--- src/rtl/capture_pkt_ctrl.sv ---
// Capture memory packetiser: reads packets of N words per channel from a
// capture memory (one-cycle read latency) and streams them with sop/eop
// framing, optional inter-word gaps and inter-packet idle periods.
module capture_pkt_ctrl #(
    parameter int unsigned DATA_W    = 18,
    parameter int unsigned ADDR_W    = 14,
    parameter int unsigned MEM_DEPTH = 13824,
    parameter int unsigned NUM_CH    = 2,
    localparam int unsigned CH_W     = (NUM_CH > 1) ? $clog2(NUM_CH) : 1
) (
    input  logic              clk,
    input  logic              rstn,
    input  logic              capture_start,
    input  logic              capture_again,
    input  logic              loop_en,
    input  logic              self_test_mode,
    input  logic [1:0]        pkt_data_length,
    input  logic [7:0]        pkt_idle_length,
    input  logic [7:0]        pktctrl_gap,
    output logic              mem_rd_en,
    output logic [ADDR_W-1:0] mem_rd_addr,
    output logic [CH_W-1:0]   mem_rd_ch,
    input  logic [DATA_W-1:0] mem_rd_data,
    output logic [DATA_W-1:0] out_data,
    output logic              out_valid,
    output logic              out_sop,
    output logic              out_eop,
    output logic [CH_W-1:0]   out_ch,
    output logic              busy,
    output logic              done
);

    // One extra bit so base + N + N never wraps in the end-of-window compare.
    localparam int unsigned AW1 = ADDR_W + 1;

    typedef enum logic [2:0] {
        StIdle,
        StData,
        StGap,
        StPktIdle,
        StDone
    } state_e;

    state_e            state_q, state_d;
    logic [AW1-1:0]    base_q, base_d;
    logic [AW1-1:0]    word_q, word_d;
    logic [AW1-1:0]    len_q, len_d;
    logic [CH_W-1:0]   ch_q, ch_d;
    logic [7:0]        gap_q, gap_d;
    logic [7:0]        idle_q, idle_d;
    logic [7:0]        cnt_q, cnt_d;
    logic              self_test_q, self_test_d;
    logic              loop_q, loop_d;
    logic [DATA_W-1:0] test_q, test_d;

    logic              valid_q, sop_q, eop_q;
    logic [CH_W-1:0]   och_q;
    logic [DATA_W-1:0] tdata_q;

    logic              rd_en;
    logic              accept;
    logic              last_word;
    logic              last_ch;
    logic [AW1-1:0]    next_base;
    logic              window_over;
    logic              finish;

    assign rd_en       = (state_q == StData);
    assign accept      = ((state_q == StIdle) && capture_start) ||
                         ((state_q == StDone) && (capture_start || capture_again));
    assign last_word   = (word_q == (len_q - AW1'(1)));
    assign last_ch     = (ch_q == CH_W'(NUM_CH - 1));
    assign next_base   = base_q + len_q;
    assign window_over = ((next_base + len_q) > AW1'(MEM_DEPTH));
    // Final read of the whole capture: every channel done on the last window.
    assign finish      = last_word && last_ch && window_over && !loop_q;

    // Next-state, address bookkeeping and config latching.
    always_comb begin
        state_d     = state_q;
        base_d      = base_q;
        word_d      = word_q;
        len_d       = len_q;
        ch_d        = ch_q;
        gap_d       = gap_q;
        idle_d      = idle_q;
        cnt_d       = cnt_q;
        self_test_d = self_test_q;
        loop_d      = loop_q;
        test_d      = test_q;

        unique case (state_q)
            StIdle, StDone: begin
                if (accept) begin
                    len_d       = AW1'(216) << pkt_data_length;
                    gap_d       = pktctrl_gap;
                    idle_d      = pkt_idle_length;
                    self_test_d = self_test_mode;
                    loop_d      = loop_en;
                    base_d      = '0;
                    word_d      = '0;
                    ch_d        = '0;
                    test_d      = '0;
                    state_d     = StData;
                end
            end
            StData: begin
                test_d = test_q + DATA_W'(1);
                if (!last_word) begin
                    word_d = word_q + AW1'(1);
                    if (gap_q != 8'd0) begin
                        cnt_d   = gap_q - 8'd1;
                        state_d = StGap;
                    end
                end else begin
                    word_d = '0;
                    if (!last_ch) begin
                        ch_d = ch_q + CH_W'(1);
                    end else begin
                        ch_d   = '0;
                        base_d = window_over ? '0 : next_base;
                    end
                    if (finish) begin
                        state_d = StDone;
                    end else if (idle_q != 8'd0) begin
                        cnt_d   = idle_q - 8'd1;
                        state_d = StPktIdle;
                    end
                end
            end
            StGap, StPktIdle: begin
                if (cnt_q == 8'd0) begin
                    state_d = StData;
                end else begin
                    cnt_d = cnt_q - 8'd1;
                end
            end
            default: state_d = StIdle;
        endcase
    end

    // Control state and latched configuration.
    always_ff @(posedge clk or negedge rstn) begin
        if (!rstn) begin
            state_q     <= StIdle;
            base_q      <= '0;
            word_q      <= '0;
            len_q       <= '0;
            ch_q        <= '0;
            gap_q       <= '0;
            idle_q      <= '0;
            cnt_q       <= '0;
            self_test_q <= 1'b0;
            loop_q      <= 1'b0;
            test_q      <= '0;
        end else begin
            state_q     <= state_d;
            base_q      <= base_d;
            word_q      <= word_d;
            len_q       <= len_d;
            ch_q        <= ch_d;
            gap_q       <= gap_d;
            idle_q      <= idle_d;
            cnt_q       <= cnt_d;
            self_test_q <= self_test_d;
            loop_q      <= loop_d;
            test_q      <= test_d;
        end
    end

    // Output framing, delayed one cycle to line up with the memory read data.
    always_ff @(posedge clk or negedge rstn) begin
        if (!rstn) begin
            valid_q <= 1'b0;
            sop_q   <= 1'b0;
            eop_q   <= 1'b0;
            och_q   <= '0;
            tdata_q <= '0;
        end else begin
            valid_q <= rd_en;
            sop_q   <= rd_en && (word_q == '0);
            eop_q   <= rd_en && last_word;
            och_q   <= rd_en ? ch_q : '0;
            tdata_q <= test_q;
        end
    end

    assign mem_rd_en   = rd_en;
    assign mem_rd_addr = rd_en ? ADDR_W'(base_q + word_q) : '0;
    assign mem_rd_ch   = rd_en ? ch_q : '0;

    // Memory data arrives combinationally in the valid cycle; gate to zero otherwise.
    assign out_data  = valid_q ? (self_test_q ? tdata_q : mem_rd_data) : '0;
    assign out_valid = valid_q;
    assign out_sop   = sop_q;
    assign out_eop   = eop_q;
    assign out_ch    = och_q;
    assign busy      = (state_q == StData) || (state_q == StGap) || (state_q == StPktIdle);
    assign done      = (state_q == StDone);

endmodule
--- config.mk ---
export PLATFORM = sky130hd
export DESIGN_NAME = capture_pkt_ctrl
export DESIGN_NICKNAME = d
export VERILOG_FILES = /design/src/rtl/capture_pkt_ctrl.sv
export SDC_FILE = /design/constraint.sdc
export NUM_CORES = 1
export LEC_CHECK = 0
export CORE_UTILIZATION = 51
export DETAILED_ROUTE_END_ITERATION = 16
export PLACE_DENSITY = 0.81
export SKIP_CTS_REPAIR_TIMING = 1
export SLEW_MARGIN = 10
export SYNTH_ARGS = -nofsm -noshare
export SYNTH_HDL_FRONTEND = slang
export SYNTH_SLANG_ARGS = --single-unit
--- constraint.sdc ---
create_clock -name clk -period 4.2 [get_ports clk]
set_input_delay 0.84 -clock clk [delete_from_list [all_inputs] [get_ports clk]]
set_output_delay 0.84 -clock clk [all_outputs]
set_load 0.005 [all_outputs]
==> Implementation_results.wiki, run 1 <==
{| class="wikitable"
! Metric !! Value
|-
| Area enclosed by the die boundary || 13200 um^2
|-
| Min Tclk post-route || 4.09 ns
|-
| HPWL after DPL || 12100 um
|-
| Height of the chip || 115 um
|-
| Final TNS setup || 0 ns
|-
| Dominant register cell in the synthesized netlist || dfrtp_1
|-
| Insertion delay to the later sink of the worst-skew pair || 0.36 ns
|-
| Violation count after the first detailed-routing iteration || 421
|-
| First-pass GRT wire length || 27100 um
|-
| Fill cell instance count of the final layout || 984
|-
| Max-slew violation count || 0
|-
| Max Root-Sink Buffers || 2
|-
| Signed area change from the synthesized netlist to the final layout || 22.9%
|-
| Critical path fanouts, max || 4
|-
| Via density per instance || 5.81
|-
| Switching power share of the total || 39.6%
|-
| Starting density of the core || 53.2%
|-
| Number of buffers inserted during clock tree synthesis || 9
|-
| Max-cap violations || 0
|-
| Nature of the critical path endpoint || primary output
|-
| Number of port buffers || 81
|-
| Cell variety after synth || 66
|-
| Number of vias in the routed layout || 5727
|-
| Highest attainable clock frequency || 245 MHz
|-
| Outcome || completed
|-
| Highest-count cells in the layout ignoring fill and taps || 130 x nand2_1, 102 x dfrtp_1, 80 x clkdlybuf4s50_1, 57 x o21ai_0, 39 x nor2_1
|-
| Commonest non-fill, non-tap cell in the layout || nand2_1
|-
| PD cells || 619 nW/um^2
|-
| Weighted congestion reported at the end of routability-driven placement || 0.927
|-
| Slew of the pin with the lowest slew margin || 1.17 ns
|-
| Detailed-route wire length per cell || 16.6 um
|-
| Antenna diode count || 0
|-
| Antenna violations before repair || 0
|-
| Clk pin slew, worst setup/hold paths || 0.07 ns
|-
| Die X-Extent || 115 um
|-
| Num Clock Sinks || 104
|-
| Root buffer cell || clkbuf_16
|-
| Sequential-to-total area share from yosys stat || 39.9%
|-
| Cell-internal power || 3.00 mW
|-
| Total area of multi-input combinational cells || 3770 um^2
|-
| Layout cells sized above 1 || 9.29%
|-
| Per-instance average area after synthesis || 9.03 um^2
|-
| Core area || 12300 um^2
|-
| Via count of the first global-routing pass || 5669
|-
| Sw Pwr || 1.96 mW
|-
| Combinational fraction of design power || 47.6%
|-
| Arrival time of data at the critical path endpoint || 3.25 ns
|-
| Kind of critical path || flop to primary output
|-
| TritonRoute pass-1 iters || 5
|-
| Area of placed instances || 7600 um^2
|-
| Remaining max-slew budget at the tightest pin || 21.8%
|-
| Nets || 894
|-
| Part of the total power dissipated in the clock network || 18.6%
|-
| Unrepaired setup endpoints after global routing || true
|-
| YS warnings || 0
|-
| Sequential Area || 2610 um^2
|-
| Final-report hold violation count || 0
|-
| Share of the clock period used by the worst path || 97.3%
|-
| Leakage dissipation || 3.65 nW
|-
| Post-synthesis cell count || 722
|-
| Total wire length || 16400 um
|-
| Final Skew || 0.00786 ns
|-
| Worst VDD drop || 347 uV
|-
| Nets in the synthesized netlist || 802
|-
| TritonCTS clock tree || done
|-
| Residual DRC count || 0
|-
| Startpoint types || flop
|-
| Total standard cell area after synthesis || 6520 um^2
|-
| Antenna-violating nets left || 0
|-
| Number of synthesized register bits || 104
|-
| Maximum number of pins on one net before global-route repair || 80
|-
| Floorplan row count || 40
|-
| Req. time, crit path || 3.36 ns
|-
| Gr ovfl total || 0
|-
| Area of all placed cells without fillers || 8020 um^2
|-
| Number of enable-type register cells in the synthesized netlist || 0
|-
| GRT Total Usage || 26.3%
|-
| Hold Path Class || flop to flop
|-
| CTS H-tree lvls || 3
|-
| IO Count || 82
|-
| Share of synthesized flip-flops with an asynchronous set or reset || 100%
|-
| Final-report setup violation count || 0
|-
| Sequential share of power || 33.9%
|}
## final cells by class
cell class | count | share of cell area, %
clock buffers | 11 | 3.03
clock inverters | 4 | 0.952
inverters | 21 | 0.983
multi-input cells | 570 | 47.1
flip-flops and latches | 104 | 32.5
well taps | 168 | 2.62
repair buffers | 108 | 12.8
## registers in the layout (all words and copies together), names as in the netlist, 3 cells and up
register / cells
base_q: 12
cnt_q: 8
gap_q: 8
idle_q: 8
len_q: 7
state_q: 3
tdata_q: 18
test_q: 18
word_q: 15
## cells in the mapped netlist (all sizes together), types with 10 or more instances
cell type,number,share of area (%)
inv,20,1.2
nand2,131,7.5
mux2i,30,4.8
nor4,14,1.3
o21ai,63,4.8
a21oi,28,2.1
ha,36,6.9
dfrtp,104,40
nor2b,21,2.0
nand3,23,1.8
xnor2,31,4.2
nor2,40,2.3
clkbuf,23,1.3
xor2,10,1.3
and3,22,2.1
a21o,11,1.3
## final timing paths
| check | startpoint | end | slack (ns) | depth (start not counted) |
|---|---|---|---|---|
| max | base_q[3] | mem_rd_addr[13] | 0.11 | 13 |
| min | test_q[17] | tdata_q[17] | 0.41 | 0 |
| max reg2reg | base_q[3] | cnt_q[2] | 0.18 | 15 |
| min reg2reg | test_q[17] | tdata_q[17] | 0.41 | 0 |
| max in group asynchronous | rstn | idle_q[7] | 2.62 | 2 |
| min in group asynchronous | rstn | tdata_q[2] | 0.65 | 1 |
## stage by stage
step                      setup slack [ns]  hold slack [ns]  util [%]  cells  total power, mW
after global routing               -0.0492            0.421      65.4    986             5.33
final                                0.112            0.406      65.4    986             4.96
after detailed placement             0.105            0.388      62.0    968             3.97
after floorplan                      0.286            0.369         -    722             3.22
after CTS                           -0.202            0.405      64.6    983             4.90
after global placement               0.207            0.382      62.0    968             3.85
## routing by layer
layer | share of wire, % | track usage, %
met5 | 0 | 0
met4 | 2.9 | 11.2
met3 | 5.7 | 4.48
met2 | 47 | 43.7
met1 | 44 | 34.0
## power groups by stage
stage          logic [mW]  registers (mW)  clock network, mW
6_report             2.36            1.68              0.922
4_1_cts              2.29            1.68              0.928
3_5_place_dp         2.28            1.69                  0
2_1_floorplan        1.67            1.55                  0
3_3_place_gp         2.18            1.67                  0
5_1_grt              2.64            1.73              0.969
## cells by family (layout without fill, tap and decap cells)
kind of cell | Yosys count | after routing | synth area share (%)
AOI/OAI and AO/OA | 155 | 155 | 15.4
xor gates and xnor gates | 41 | 41 | 5.51
adders and majority gates | 38 | 38 | 7.52
buffers and inverters | 48 | 144 | 3.13
DFF | 104 | 104 | 39.9
muxes | 38 | 38 | 6.58
and+or+nand+nor | 298 | 298 | 22.0
## worst max-delay path: stages (launching register included)
cell and delay, ns:
dfrtp_1 0.40, buf_4 0.16, ha_1 0.22, a21o_1 0.21, a21o_1 0.21, a21oi_2 0.18, o21bai_2 0.11, a21oi_2 0.15
o21bai_1 0.11, a21oi_2 0.16, nor2_1 0.10, nor4_2 0.22, a311o_1 0.16, clkdlybuf4s50_1 0.51
(Power assumes the default switching activity.)
==> run 2, diff against run 1 <==
--- a/config.mk
+++ b/config.mk
@@ -5,9 +5,11 @@
 export SDC_FILE = /design/constraint.sdc
 export NUM_CORES = 1
 export LEC_CHECK = 0
-export CORE_UTILIZATION = 51
+export CELL_PAD_IN_SITES_DETAIL_PLACEMENT = 1
+export CELL_PAD_IN_SITES_GLOBAL_PLACEMENT = 2
+export CORE_UTILIZATION = 31
 export DETAILED_ROUTE_END_ITERATION = 16
-export PLACE_DENSITY = 0.81
+export PLACE_DENSITY = 0.8
 export SKIP_CTS_REPAIR_TIMING = 1
 export SLEW_MARGIN = 10
 export SYNTH_ARGS = -nofsm -noshare
==> Implementation_results.wiki, run 2 (synthesized netlist as in run 1, its figures left out) <==
{| class="wikitable"
! Metric !! Value
|-
| Outcome || completed
|-
| GRT Total Usage || 18.2% (-8.1 points)
|-
| Starting density of the core || 31.9% (-21 points)
|-
| Arrival time of data at the critical path endpoint || 3.23 ns (-0.02 ns)
|-
| Cell count after placement || 1070 (+11%)
|-
| Number of port buffers || 81 (unchanged)
|-
| Root buffer cell || clkbuf_16
|-
| Critical path fanouts, max || 4 (unchanged)
|-
| Highest-count cells in the layout ignoring fill and taps || 130 x nand2_1, 103 x dfrtp_1, 79 x clkdlybuf4s50_1, 57 x o21ai_0, 37 x nor2_1
|-
| Antenna diode count || 0 (unchanged)
|-
| Non-filler instance count after layout || 1091 (+11%)
|-
| Maximum number of pins on one net before global-route repair || 72 (-10%)
|-
| Worst R2R Setup Slack || 0.17 ns (about the same)
|-
| Number of buffers inserted during clock tree synthesis || 9 (unchanged)
|-
| Most utilized layer in the global route result || met2
|-
| Via density per instance || 5.17 (-11%)
|-
| Residual DRC count || 0 (unchanged)
|-
| TritonRoute pass-1 iters || 4 (-1)
|-
| Remaining max-slew budget at the tightest pin || 18.4% (-3.4 points)
|-
| Fill cell instance count of the final layout || 2355 (+140%)
|-
| Final Skew || 0.0110 ns (+0.00309 ns)
|-
| Hold Path Class || flop to flop
|-
| Global-route track usage on met3 || 2.42% (-2.1 points)
|-
| GR Layer Usage met2 || 31.6% (-12 points)
|-
| PD cells || 615 nW/um^2 (-0.68%)
|-
| Final-report setup violation count || 0 (unchanged)
|-
| Floorplan row count || 52 (+30%)
|-
| Number of vias in the routed layout || 5643 (-1.5%)
|-
| Met1 GRT Util || 23.5% (-11 points)
|-
| Max-slew violation count || 0 (unchanged)
|-
| Regs by FF count || tdata_q (18), test_q (18), word_q (15)
|-
| Slew of the pin with the lowest slew margin || 1.22 ns (+0.0504 ns)
|-
| Req. time, crit path || 3.36 ns (about the same)
|-
| Worst setup margin || 0.128 ns (+0.0163 ns)
|-
| Max Root-Sink Buffers || 2 (unchanged)
|-
| Worst slack, placed || -0.111 ns (-0.216 ns)
|-
| Clk pin slew, worst setup/hold paths || 0.08 ns (about the same)
|-
| HPWL after DPL || 14800 um (+22%)
|-
| Signed area change from the synthesized netlist to the final layout || 25.5%
|-
| Reg2Reg Depth || 17 (+2)
|-
| Max-cap violations || 0 (unchanged)
|-
| Detailed-route wire length per cell || 17.7 um (+6.5%)
|-
| First-pass GRT wire length || 31400 um (+16%)
|-
| Gr ovfl total || 0 (unchanged)
|-
| Via count of the first global-routing pass || 6022 (+6.2%)
|-
| Worst VDD drop || 297 uV (-15%)
|-
| IO Count || 82 (unchanged)
|-
| Insertion delay to the later sink of the worst-skew pair || 0.35 ns (about the same)
|-
| Antenna-violating nets left || 0 (unchanged)
|-
| Num Clock Sinks || 104 (unchanged)
|-
| Height of the chip || 147 um (+28%)
|-
| Worst Setup SP || base_q[3]
|-
| Nets || 896 (+0.22%)
|-
| Origin of the worst min-delay path || test_q[17]
|-
| R2R Path Start || base_q[3]
|-
| Area enclosed by the die boundary || 21600 um^2 (+63%)
|-
| Highest attainable clock frequency || 246 MHz (+0.40%)
|-
| Layout cells sized above 1 || 10.1% (+0.82 points)
|-
| Terminating pin of the worst hold path || tdata_q[17]
|-
| Min Tclk post-route || 4.07 ns (-0.0163 ns)
|-
| CTS H-tree lvls || 3 (unchanged)
|-
| Antenna violations before repair || 0 (unchanged)
|-
| Violation count after the first detailed-routing iteration || 225 (-47%)
|-
| Share of the clock period used by the worst path || 97.0% (-0.39 points)
|-
| Hold path cells || 0 (unchanged)
|-
| Die X-Extent || 147 um (+28%)
|-
| Kind of critical path || flop to primary output
|-
| Total wire length || 19400 um (+18%)
|-
| Core area || 20400 um^2 (+67%)
|-
| Commonest non-fill, non-tap cell in the layout || nand2_1
|-
| Weighted congestion reported at the end of routability-driven placement || 0.843 (-9.0%)
|-
| Final-report hold violation count || 0 (unchanged)
|-
| Reg-to-reg critical path endpoint || cnt_q[6]
|-
| Leakage dissipation || 3.67 nW (+0.57%)
|-
| Unrepaired setup endpoints after global routing || true
|-
| Nature of the critical path endpoint || primary output
|-
| Area of all placed cells without fillers || 8180 um^2 (+2.1%)
|-
| Area of placed instances || 7740 um^2 (+1.8%)
|-
| Startpoint types || flop
|-
| TritonCTS clock tree || done
|}
==> run 2: how the worst max path moves through the flow <==
| stage | endpoint | slack (ns) | depth (start not counted) |
|---|---|---|---|
| 3_3_place_gp | cnt_q[7] | 0.13 | 17 |
| 4_1_cts | mem_rd_addr[13] | -0.36 | 12 |
| 6_report | mem_rd_addr[13] | 0.13 | 13 |
| 2_1_floorplan | cnt_q[0] | 0.29 | 14 |
| 5_1_grt | mem_rd_addr[13] | -0.09 | 13 |
| 3_5_place_dp | cnt_q[0] | -0.11 | 16 |
==> run 2: power by group <==
group	total (mW)	internal, mW	switching (mW)	leakage (nW)
clock	0.878	0.471	0.407	0.142
sequential	1.70	1.31	0.391	1.36
combinational	2.46	1.18	1.28	2.16
==> run 2: worst max-delay path, stage by stage (launching register included) <==
cell             delay (ns)
dfrtp_1                0.39
buf_4                  0.16
ha_1                   0.22
a21o_1                 0.21
a21o_1                 0.22
a21oi_2                0.19
o21bai_2               0.11
a21oi_2                0.17
o21bai_1               0.12
a21oi_2                0.20
nor2_2                 0.08
nor4_2                 0.16
a311o_1                0.15
clkdlybuf4s50_1        0.49
==> run 2: per-stage QoR <==
stage,power [mW],setup TNS (ns),hold slack [ns],util [%]
3_5_place_dp,4.06,-0.626,0.414,37.9
4_1_cts,4.96,-1.35,0.431,39.4
3_3_place_gp,3.92,0,0.398,37.9
6_report,5.03,0,0.427,40.1
5_1_grt,5.41,-0.234,0.453,40.1
2_1_floorplan,3.22,0,0.369,-
==> run 2: cell type report <==
cell class                 count  area, um^2  area share, %
clock buffer                  10         229           2.80
clock inverter                 6        78.8          0.963
inverter                      21        78.8          0.963
multi-input combinational    570        3810           46.6
sequential                   104        2600           31.8
tap                          270         338           4.13
timing repair buffer         110        1040           12.7
==> run 2: layer usage <==
metal / wire length (um) / vias to the layer above
met5: 0 / -
met4: 213 / 0
met3: 616 / 16
met2: 9630 / 88
met1: 8890 / 2809
li1: - / 2730
==> run 3, diff against run 2 <==
--- a/config.mk
+++ b/config.mk
@@ -9,9 +9,10 @@
 export CELL_PAD_IN_SITES_GLOBAL_PLACEMENT = 2
 export CORE_UTILIZATION = 31
 export DETAILED_ROUTE_END_ITERATION = 16
+export MAX_ROUTING_LAYER = met4
 export PLACE_DENSITY = 0.8
 export SKIP_CTS_REPAIR_TIMING = 1
-export SLEW_MARGIN = 10
+export SLEW_MARGIN = 5
 export SYNTH_ARGS = -nofsm -noshare
 export SYNTH_HDL_FRONTEND = slang
 export SYNTH_SLANG_ARGS = --single-unit
==> Implementation_results.wiki, run 3 (synthesized netlist as in run 1, its figures left out) <==
{| class="wikitable"
! Metric !! Value
|-
| Outcome || completed
|-
| First-pass GRT wire length || 31400 um (+0.13%)
|-
| TritonRoute pass-1 iters || 4 (unchanged)
|-
| Hold path cells || 0 (unchanged)
|-
| Gr ovfl total || 0 (unchanged)
|-
| Non-filler instance count after layout || 1088 (-0.27%)
|-
| Startpoint types || flop
|-
| Signed area change from the synthesized netlist to the final layout || 25.2%
|-
| CTS H-tree lvls || 3 (unchanged)
|-
| Min Tclk post-route || 4.08 ns (+0.00406 ns)
|-
| Nature of the critical path endpoint || primary output
|-
| Detailed-route wire length per cell || 17.8 um (+0.45%)
|-
| Req. time, crit path || 3.36 ns (about the same)
|-
| IO Count || 82 (unchanged)
|-
| Core area || 20400 um^2 (unchanged)
|-
| Arrival time of data at the critical path endpoint || 3.24 ns (about the same)
|-
| Height of the chip || 147 um (unchanged)
|-
| Nets || 893 (-0.33%)
|-
| Die X-Extent || 147 um (unchanged)
|-
| Area enclosed by the die boundary || 21600 um^2 (unchanged)
|-
| Total wire length || 19400 um (+0.18%)
|-
| Layout cells sized above 1 || 9.90% (-0.21 points)
|-
| GRT Total Usage || 18.8% (+0.58 points)
|-
| Critical path fanouts, max || 4 (unchanged)
|-
| Weighted congestion reported at the end of routability-driven placement || 0.856 (+1.6%)
|-
| Antenna-violating nets left || 0 (unchanged)
|-
| Highest-count cells in the layout ignoring fill and taps || 130 x nand2_1, 103 x dfrtp_1, 79 x clkdlybuf4s50_1, 57 x o21ai_0, 37 x nor2_1
|-
| Critical path depth || 13 (unchanged)
|-
| Commonest non-fill, non-tap cell in the layout || nand2_1
|-
| Insertion delay to the later sink of the worst-skew pair || 0.35 ns (about the same)
|-
| Clk pin slew, worst setup/hold paths || 0.08 ns (about the same)
|-
| Final-report setup violation count || 0 (unchanged)
|-
| Root buffer cell || clkbuf_16
|-
| Cell count after placement || 1070 (unchanged)
|-
| Hold Path Class || flop to flop
|-
| Max-slew violation count || 0 (unchanged)
|-
| HPWL after DPL || 14800 um (unchanged)
|-
| Highest attainable clock frequency || 245 MHz (about the same)
|-
| Via count of the first global-routing pass || 6020 (-0.033%)
|-
| Kind of critical path || flop to primary output
|-
| Antenna violations before repair || 0 (unchanged)
|-
| Final-report hold violation count || 0 (unchanged)
|-
| Starting density of the core || 31.9% (unchanged)
|-
| Num Clock Sinks || 104 (unchanged)
|-
| Final TNS setup || 0 ns (unchanged)
|-
| Worst setup margin || 0.124 ns (-0.00406 ns)
|-
| Number of port buffers || 81 (unchanged)
|-
| Maximum number of pins on one net before global-route repair || 72 (unchanged)
|-
| Top cell family by delay on the critical path || compound AO/OA/AOI/OAI gates
|-
| Regs by FF count || tdata_q (18), test_q (18), word_q (15)
|-
| Unrepaired setup endpoints after global routing || true
|-
| Floorplan row count || 52 (unchanged)
|-
| Violation count after the first detailed-routing iteration || 207 (-8.0%)
|-
| Reg2Reg Depth || 16 (-1)
|-
| TritonCTS clock tree || done
|-
| Most frequent CP cell || a21oi_2
|-
| Number of buffers inserted during clock tree synthesis || 9 (unchanged)
|-
| Share of the clock period used by the worst path || 97.0% (about the same)
|-
| Worst VDD drop || 267 uV (-9.9%)
|-
| PD cells || 613 nW/um^2 (-0.41%)
|-
| Residual DRC count || 0 (unchanged)
|-
| Antenna diode count || 0 (unchanged)
|-
| Remaining max-slew budget at the tightest pin || 18.6% (+0.15 points)
|-
| Worst slack, placed || -0.111 ns (unchanged)
|-
| Max-cap violations || 0 (unchanged)
|-
| Max Root-Sink Buffers || 2 (unchanged)
|-
| Slowest cell on the critical path || clkdlybuf4s50_1
|-
| Leakage dissipation || 3.65 nW (-0.40%)
|-
| Slew of the pin with the lowest slew margin || 1.22 ns (-0.00224 ns)
|-
| Via density per instance || 5.20 (+0.61%)
|-
| Delay of the slowest cell on the worst path || 0.49 ns (about the same)
|-
| Cells along the critical path || buf_4 -> ha_1 -> a21o_1 -> a21o_1 -> a21oi_2 -> o21bai_2 -> a21oi_2 -> o21bai_1 -> a21oi_2 -> nor2_2 -> nor4_2 -> a311o_1 -> clkdlybuf4s50_1
|-
| Number of vias in the routed layout || 5662 (+0.34%)
|-
| Final Skew || 0.0112 ns (+0.000214 ns)
|-
| Bufs and invs on worst path || 2 (unchanged)
|}
-- run 3: changes by cell type in the layout (fill, tap and decap cells not counted) --
cell / delta
a21oi_1: +1
buf_4: -4
nor4b_1: -1
nor4b_2: +1
o311ai_0: -1
o311ai_1: +1
fa_2: +1
buf_6: +1
fa_1: -1
a21oi_2: -1
-- run 3: metal layers --
metal	GRT usage [%]	routed length, um	up-vias
met2	31.6	9670	94
met4	5.41	231	0
met5	-	0	-
met1	23.7	8860	2826
li1	-	-	2722
met3	2.27	630	20
-- run 3: worst paths after layout --
path	startpoint	end	slack (ns)
min reg2reg	test_q[17]	tdata_q[17]	0.43
min	test_q[17]	tdata_q[17]	0.43
min in group asynchronous	rstn	base_q[11]	0.60
max reg2reg	base_q[3]	cnt_q[6]	0.16
max in group asynchronous	rstn	word_q[4]	2.76
max	base_q[3]	mem_rd_addr[13]	0.12
-- run 3: layout make-up --
type,count,area (um^2)
repair buffers,107,1020
clock buffers,10,229
clock inverters,6,78.8
flip-flops and latches,104,2600
well taps,270,338
multi-input cells,570,3820
inverters,21,78.8
fillers,2358,12300
-- run 3: through the flow --
step	total power [mW]	instance area, um^2	hold WS (ns)	util (%)
floorplan	3.22	6520	0.369	-
global placement	3.92	7740	0.398	37.9
detailed placement	4.06	7740	0.414	37.9
CTS	4.96	8050	0.431	39.4
global route	5.38	8170	0.454	40.0
finish	5.00	8170	0.428	40.0
-- run 3: where the power goes --
| group | total (mW) | internal (mW) | switching (mW) |
|---|---|---|---|
| sequential | 1.70 | 1.31 | 0.393 |
| clock | 0.881 | 0.472 | 0.409 |
| combinational | 2.42 | 1.15 | 1.27 |
| total | 5.00 | 2.93 | 2.07 |
